File: config.mk
export PLATFORM = sky130hd
export DESIGN_NAME = fifo_boot_loader
export DESIGN_NICKNAME = d
export VERILOG_FILES = /design/src/rtl/fifo_boot_loader.sv
export SDC_FILE = /design/constraint.sdc
export NUM_CORES = 1
export LEC_CHECK = 0
export BUFFER_PORTS_ARGS = -buffer_cell sky130_fd_sc_hd__buf_2
export CAP_MARGIN = 20
export CORE_MARGIN = 2
export CORE_UTILIZATION = 51
export CTS_BUF_LIST = sky130_fd_sc_hd__clkbuf_2
export CTS_CLUSTER_DIAMETER = 150
export DETAILED_ROUTE_END_ITERATION = 8
export PLACE_DENSITY = 0.74
export RECOVER_POWER = 100
export SLEW_MARGIN = 20
export SYNTH_ARGS = -nofsm -noshare
export SYNTH_HDL_FRONTEND = slang
export SYNTH_SLANG_ARGS = --single-unit
export TNS_END_PERCENT = 20
File: constraint.sdc
create_clock -name boot_clk_i -period 4.05 [get_ports boot_clk_i]
set_input_delay 0.6075 -clock boot_clk_i [delete_from_list [all_inputs] [get_ports boot_clk_i]]
set_output_delay 0.6075 -clock boot_clk_i [all_outputs]
set_load 0.03 [all_outputs]
File: src/rtl/fifo_boot_loader.sv
// fifo_boot_loader: drains a framed boot image from the receive FIFO into
// instruction RAM. The image is a header word (magic + length), then N payload
// words, then a 32-bit additive checksum. The CPU is held in reset until the
// checksum matches.
module fifo_boot_loader #(
    parameter int MEM_ADDR_WIDTH = 10,
    parameter int TIMEOUT_CYCLES = 1000000
) (
    input  logic                      boot_clk_i,
    input  logic                      boot_rst_i,
    input  logic                      boot_start_i,
    input  logic                      boot_fifo_empty_i,
    input  logic [31:0]               boot_fifo_data_i,
    output logic                      boot_fifo_rd_o,
    output logic                      boot_mem_we_o,
    output logic [MEM_ADDR_WIDTH-1:0] boot_mem_addr_o,
    output logic [31:0]               boot_mem_data_o,
    output logic                      boot_cpu_rst_o,
    output logic                      boot_busy_o,
    output logic                      boot_done_o,
    output logic                      boot_error_o,
    output logic [2:0]                boot_error_code_o
);

    // The word counter is one bit wider than the address so that a full-memory
    // image (N == 2^MEM_ADDR_WIDTH) can be counted to completion.
    localparam int CNT_W = MEM_ADDR_WIDTH + 1;
    // The timeout counter must be able to hold TIMEOUT_CYCLES itself.
    localparam int TO_W  = $clog2(TIMEOUT_CYCLES + 1);

    localparam logic [15:0]     MAGIC     = 16'hB007;
    localparam logic [32:0]     MAX_WORDS = 33'(1) << MEM_ADDR_WIDTH;
    localparam logic [TO_W-1:0] TO_LAST   = TO_W'(TIMEOUT_CYCLES - 1);

    localparam logic [2:0] ERR_NONE     = 3'd0;
    localparam logic [2:0] ERR_MAGIC    = 3'd1;
    localparam logic [2:0] ERR_LENGTH   = 3'd2;
    localparam logic [2:0] ERR_CHECKSUM = 3'd3;
    localparam logic [2:0] ERR_TIMEOUT  = 3'd4;

    typedef enum logic [2:0] {
        S_IDLE,
        S_HEADER,
        S_LOAD,
        S_CHECK,
        S_DONE,
        S_ERROR
    } state_t;

    state_t                    state_q, state_d;
    logic [2:0]                code_q, code_d;
    logic [MEM_ADDR_WIDTH-1:0] addr_cnt_q;
    logic [CNT_W-1:0]          word_cnt_q;
    logic [CNT_W-1:0]          len_q;
    logic [31:0]               sum_q;
    logic [TO_W-1:0]           to_cnt_q;

    logic        active;
    logic        pop;
    logic        restart;
    logic        timed_out;
    logic        last_word;
    logic [32:0] hdr_len;
    logic        magic_bad;
    logic        len_bad;

    // Header decode is done straight off the FIFO head; it only matters on the
    // cycle the header is actually popped.
    assign hdr_len   = {17'd0, boot_fifo_data_i[15:0]};
    assign magic_bad = boot_fifo_data_i[31:16] != MAGIC;
    assign len_bad   = (hdr_len == 33'd0) || (hdr_len > MAX_WORDS);
    assign last_word = (word_cnt_q + CNT_W'(1)) == len_q;

    // Pop decision, timeout detection and next-state selection.
    always_comb begin
        state_d   = state_q;
        code_d    = code_q;
        restart   = 1'b0;
        active    = (state_q == S_HEADER) || (state_q == S_LOAD) || (state_q == S_CHECK);
        pop       = active && !boot_fifo_empty_i;
        // A pop on the limit cycle clears the counter instead, so the pop wins.
        timed_out = active && !pop && (to_cnt_q == TO_LAST);

        case (state_q)
            S_IDLE, S_ERROR: begin
                if (boot_start_i) begin
                    state_d = S_HEADER;
                    code_d  = ERR_NONE;
                    restart = 1'b1;
                end
            end
            S_HEADER: begin
                if (pop) begin
                    if (magic_bad) begin
                        state_d = S_ERROR;
                        code_d  = ERR_MAGIC;
                    end else if (len_bad) begin
                        state_d = S_ERROR;
                        code_d  = ERR_LENGTH;
                    end else begin
                        state_d = S_LOAD;
                    end
                end
            end
            S_LOAD: begin
                if (pop && last_word) begin
                    state_d = S_CHECK;
                end
            end
            S_CHECK: begin
                if (pop) begin
                    if (boot_fifo_data_i == sum_q) begin
                        state_d = S_DONE;
                    end else begin
                        state_d = S_ERROR;
                        code_d  = ERR_CHECKSUM;
                    end
                end
            end
            S_DONE: begin
                // Terminal until reset; start is deliberately ignored here.
            end
            default: begin
                state_d = S_IDLE;
            end
        endcase

        if (timed_out) begin
            state_d = S_ERROR;
            code_d  = ERR_TIMEOUT;
        end
    end

    // State and error code registers.
    always_ff @(posedge boot_clk_i or posedge boot_rst_i) begin
        if (boot_rst_i) begin
            state_q <= S_IDLE;
            code_q  <= ERR_NONE;
        end else begin
            state_q <= state_d;
            code_q  <= code_d;
        end
    end

    // Load counters, latched length and running checksum.
    always_ff @(posedge boot_clk_i or posedge boot_rst_i) begin
        if (boot_rst_i) begin
            addr_cnt_q <= '0;
            word_cnt_q <= '0;
            len_q      <= '0;
            sum_q      <= '0;
        end else if (restart) begin
            addr_cnt_q <= '0;
            word_cnt_q <= '0;
            len_q      <= '0;
            sum_q      <= '0;
        end else begin
            if (state_q == S_HEADER && pop) begin
                len_q <= CNT_W'(hdr_len);
            end
            if (state_q == S_LOAD && pop) begin
                // addr_cnt wraps to 0 after a full-memory image; never used again.
                addr_cnt_q <= addr_cnt_q + MEM_ADDR_WIDTH'(1);
                word_cnt_q <= word_cnt_q + CNT_W'(1);
                sum_q      <= sum_q + boot_fifo_data_i;
            end
        end
    end

    // Consecutive no-pop cycles while loading; cleared by every pop.
    always_ff @(posedge boot_clk_i or posedge boot_rst_i) begin
        if (boot_rst_i) begin
            to_cnt_q <= '0;
        end else if (restart) begin
            to_cnt_q <= '0;
        end else if (active) begin
            to_cnt_q <= pop ? '0 : to_cnt_q + TO_W'(1);
        end
    end

    // Registered RAM write port: one strobe per payload pop, one cycle later.
    always_ff @(posedge boot_clk_i or posedge boot_rst_i) begin
        if (boot_rst_i) begin
            boot_mem_we_o   <= 1'b0;
            boot_mem_addr_o <= '0;
            boot_mem_data_o <= '0;
        end else begin
            boot_mem_we_o <= (state_q == S_LOAD) && pop;
            if (state_q == S_LOAD && pop) begin
                boot_mem_addr_o <= addr_cnt_q;
                boot_mem_data_o <= boot_fifo_data_i;
            end
        end
    end

    assign boot_fifo_rd_o    = pop;
    assign boot_busy_o       = active;
    assign boot_done_o       = state_q == S_DONE;
    assign boot_error_o      = state_q == S_ERROR;
    assign boot_cpu_rst_o    = state_q != S_DONE;
    assign boot_error_code_o = code_q;

endmodule
Word-level counts from Yosys, hierarchy flattened --
Cells that the tools add are included.
Word-level totals: bits in registers 133, input bits 36, output and inout bits 51, logic and storage cells 82
Operators by class: add/sub/neg operators 4, magnitude comparators 1, equality and inequality tests 17, multiplexer cells 30, reduce and logical (&&, ||, !) cells 20
Operators by type and width (count):
- two-way mux 32 bit | 2
- two-way mux 20 bit | 3
- two-way mux 11 bit | 4
- two-way mux 3 bit | 14
- logical NOT 33 bit | 1
- adder 32 bit | 1
- equality test 32 bit | 1
- adder 20 x 1 -> 20 bit (second input constant) | 1
- equality test 20 bit (second input constant) | 1
- two-way mux 10 bit | 2
- inequality test 3 bit (second input constant) | 6
- > comparator 16 x 11 -> 1 bit (second input constant) | 1
- inequality test 16 bit (second input constant) | 1
- case mux 3 bit (5 select lines) | 1
- adder 11 x 1 -> 11 bit (second input constant) | 1
- equality test 11 bit | 1
- adder 10 x 1 -> 10 bit (second input constant) | 1
- case mux 3 bit (3 select lines) | 1
- equality test 3 x 2 -> 1 bit (second input constant) | 2
- equality test 3 bit (second input constant) | 2
- logical AND 1 bit | 6
- AND reduction 6 bit | 1
- nonzero test 2 bit | 3
- AND reduction 5 bit | 1
- 9 further kinds | 14

Logic depth before layout (Yosys ltp) --
word-level depth 9, depth in mapped cells 11, depth with buffers taken out 11

Worst setup path before layout --
OpenSTA, ideal clock, no wires.
path kind input to register, start input boot_fifo_data_i[6], end register sum_q[18], setup time 135 ps, data arrival time 2548 ps, data required time 3915 ps, slack 1367 ps, cell stages on the path 10, buffers on the path 1, cell sequence ha_1 buf_2 and4_1 a31oi_1 nand3_1 a21o_1 a311o_1 a21o_1 a211oi_1 o31ai_1
Between the ends: cells in the longest elaborated chain, start to end 3
RTL lines:
- from (decl) | RTL line 13 | input logic [31:0] boot_fifo_data_i,
- adder 32 bit | RTL line 165 | sum_q <= sum_q + boot_fifo_data_i;
- two-way mux 32 bit | RTL line 161 | if (state_q == S_LOAD && pop) begin
- two-way mux 32 bit | RTL line 152 | end else if (restart) begin
- to (signal assigned) | RTL line 165
- to (decl) | RTL line 55 | logic [31:0] sum_q;
No other way between the ends. The select of a mux whose other input is x is not followed. A chain may end at the register's enable or synchronous reset.

Worst setup path in the final report --
start register state_q[2], end register word_cnt_q[3]
Between the ends: cells in the longest elaborated chain, start to end 6, elaborated cells on any way between the ends 13, those cells by class 4 x eq/ne; 2 x mux; 7 x reduce/logical
RTL lines:
- from (decl) | RTL line 50 | state_t state_q, state_d;
- from (signal assigned) | RTL line 140 | state_q <= state_d;
- equality test 3 x 1 -> 1 bit / equality test 3 x 2 -> 1 bit (equally long branches) | RTL line 79, 161
- logical OR 1 bit (2 in series) | RTL line 79 | active = (state_q == S_HEADER) || (state_q == S_LOAD) || (state_q == S_CHECK);
- logical AND 1 bit | RTL line 80 | pop = active && !boot_fifo_empty_i;
- logical AND 1 bit | RTL line 161
- nonzero test 2 bit (no source line)
- to (signal assigned) | RTL line 164 | word_cnt_q <= word_cnt_q + CNT_W'(1);
- to (decl) | RTL line 53 | logic [CNT_W-1:0] word_cnt_q;
Several ways; a longest one is shown, not always the timed one.

==> results_dict.tcl <==
set metrics [dict create \
    dpl.hpwl_microns 11800 \
    fin_crit_ns 3.21 \
    violations "max-capacitance violations, max-slew violations" \
    grt_max_degree 111 \
    cp_data_required_time_ns 4.57 \
    die-height_microns 126 \
    clkTransAtPathRegs_ns 0.22 \
    nFillCells 1419 \
    outcome "finished with violations" \
    portBuffers 86 \
    min_path_type "in -> reg" \
    cts.root.buffer_cell "clkbuf_2" \
    skew_ns 0.0356 \
    ant_nets 0 \
    layout_commonest_cell "nand2_1" \
    p_per_area_mw_per_mm2 341 \
    cp-start-kind "flop" \
    synth_cell_types 63 \
    synthFlopType "dfrtp_1" \
    tightest_slew_ns 2.11 \
    start_util_pct 52.1 \
    slowest_stage "clkbuf_1" \
    placedCellCount 1111 \
    die_w_microns 126 \
    fin_nets 1017 \
    fmax_ghz 0.312 \
    avgViaCountPerCell 5.62 \
    max_stage_delay_ns 0.94 \
    htree_levels 4 \
    syn_area_per_cell_sq_um 8.68 \
    crit_chain "inv_1, nor2_1, nor4_2, clkbuf_1, nor2_1, clkbuf_1, o21ai_0, o31ai_1" \
    tns_ns 0 \
    most-common-layout-cells "195 x nand2_1, 133 x dfrtp_1, 72 x o21ai_0, 55 x clkbuf_1, 54 x nor2_1" \
    grt_overflow_total 0 \
    core_area_sq_mm 0.0145 \
    drive_above_1_share_pct 7.72 \
    grt_pass1_wl_microns 29400 \
    final.period_utilization_pct 79.2 \
    first_pass_iters 5 \
    relSlewSlack_pct -40.7 \
    cts-buffers-inserted 17 \
    synth_nets 943 \
    drc_errors 0 \
    fin_util_pct 57.1 \
    syn_to_final_growth_pct 9.59 \
    hold_viol_final 0 \
    wire_per_inst_microns 14.9 \
    maxCapViolCount 4 \
    drt_wl_total_microns 17100 \
    worstSkewPairLatency_ns 0.71 \
    yosysSeqAreaShare_pct 44.0 \
    final_cells 1144 \
    io_pins 87 \
    rsz0062_at_grt "false" \
    netlist_area_sq_mm 0.00757 \
    cts_setup_buffers 0 \
    drv_slew 260 \
    timing.critical_path.to_type "flop" \
    tritoncts "yes" \
    grt_pass1_vias 6120 \
    worstPathArrival_ns 3.73 \
    p_leak_nw 3.93 \
    syn_inst 872 \
    ys_warn_count 0 \
    worst-setup-path-type "reg -> reg" \
    setup_viol 0 \
    grt_usage_pct 22.7 \
    ys_ff_latch 133 \
    cp_max_fo 25 \
    cts_max_path_buffers 2 \
    clock_sink_count 133 \
    holdBufCountCts 0 \
    cts_resized 0 \
    via_count 6425 \
    ir_drop_mv 0.262 \
    die-area_sq_mm 0.0158 \
    power_w 0.00283 \
    synth_edf_count 0 \
    antenna_found_initial 1 \
    gp_congestion 0.856 \
    async_flop_share_pct 100 \
    drtIter0Drc 362 \
    num_rows 44 \
]
state kept, by name (all words and copies together), names as in the netlist:
name / cells
boot_mem_data_o: 32
sum_q: 32
to_cnt_q: 20
len_q: 11
word_cnt_q: 11
addr_cnt_q: 10
boot_mem_addr_o: 10
boot_error_code_o: 3
state_q: 3
boot_mem_we_o: 1
cell type report:
| cell class | instances | area (sq um) | area share [%] |
|---|---|---|---|
| inverters | 20 | 76.3 | 0.920 |
| flip-flops and latches | 133 | 3330 | 40.1 |
| well taps | 184 | 230 | 2.78 |
| clock buffers | 17 | 85.1 | 1.03 |
| multi-input cells | 680 | 4000 | 48.3 |
| clock inverters | 15 | 163 | 1.96 |
| diodes | 1 | 2.50 | 0.0302 |
| repair buffers | 94 | 404 | 4.87 |
layer usage:
metal	vias up	part of all wire [%]	track usage, %
li1	3182	-	-
met2	151	46	35.9
met3	20	5.3	5.31
met4	0	1.7	5.95
met5	-	0	0
met1	3072	47	31.8
path summary, 6_finish.rpt:
| check | endpoint | from | depth (start not counted) | slack, ns |
|---|---|---|---|---|
| setup / recovery | word_cnt_q[3]$_DFFE_PP0P_ | state_q[2]$_DFFE_PP0P_ | 8 | 0.84 |
| hold / removal | boot_mem_data_o[25]$_DFFE_PP0P_ | boot_fifo_data_i[25] | 3 | 0.1 |
| setup reg to reg | word_cnt_q[3]$_DFFE_PP0P_ | state_q[2]$_DFFE_PP0P_ | 8 | 0.84 |
| hold reg to reg | boot_mem_addr_o[2]$_DFFE_PP0P_ | boot_mem_addr_o[2]$_DFFE_PP0P_ | 2 | 0.50 |
| max in group asynchronous | boot_mem_we_o$_DFF_PP0_ | boot_rst_i | 3 | 1.11 |
| min in group asynchronous | to_cnt_q[1]$_DFFE_PP0P_ | boot_rst_i | 2 | 0.25 |
where the power goes:
group	total [W]	switching (W)	internal (W)
Clock	0.000832	0.000497	0.000335
Combinational	0.000544	0.000371	0.000173
Sequential	0.00146	0.0000633	0.00139
synth_stat cells, types with 4 or more instances:
master      n  area, sq um
xor2_1     40          350
nand2b_1   10         62.6
ha_1       34          425
inv_1      19         71.3
a21o_1     12         90.1
nand3_1    49          245
nand4_1    20          125
a211oi_1    4         30.0
dfrtp_1   133         3330
xnor2_1    32          280
o31ai_1     6         45.0
and4_1      5         43.8
nor2_1     53          199
o21a_1      4         30.0
nor4_1     13         81.3
and3_1      8         50.1
o21ai_0    71          355
nand2_1   195          732
clkbuf_1   34          128
a21oi_1    43          215
or3_1       7         43.8
a31oi_1     4         25.0
nor3_1     11         55.1
worst max-delay path, delay by kind of cell, from the launching register on:
kind	cells	cell delay, ns
simple gates	3	0.42
flops	1	0.57
buf+inv	3	1.63
compound gates	2	0.41
metrics by stage:
stage | worst slack [ns] | area, sq um | hold slack (ns)
after global routing | 0.531 | 8290 | 0.0267
after CTS | 1.22 | 8420 | 0.0215
final | 0.844 | 8290 | 0.0974
after floorplan | 1.37 | 7570 | 0.454
after detailed placement | 0.884 | 8170 | 0.457
after global placement | 0.915 | 8170 | 0.452
kinds of logic after synthesis:
| logic type | synth area share, % |
|---|---|
| AND/OR/NAND/NOR | 23.6 |
| multiplexers | 0.843 |
| AO/OA/AOI/OAI | 14.4 |
| adder cells (fa/ha/maj) | 5.89 |
| XOR/XNOR | 8.33 |
| flip-flops | 44.0 |
| buffers and inverters | 3.04 |
Note: power is estimated with default switching activity, not from simulation.
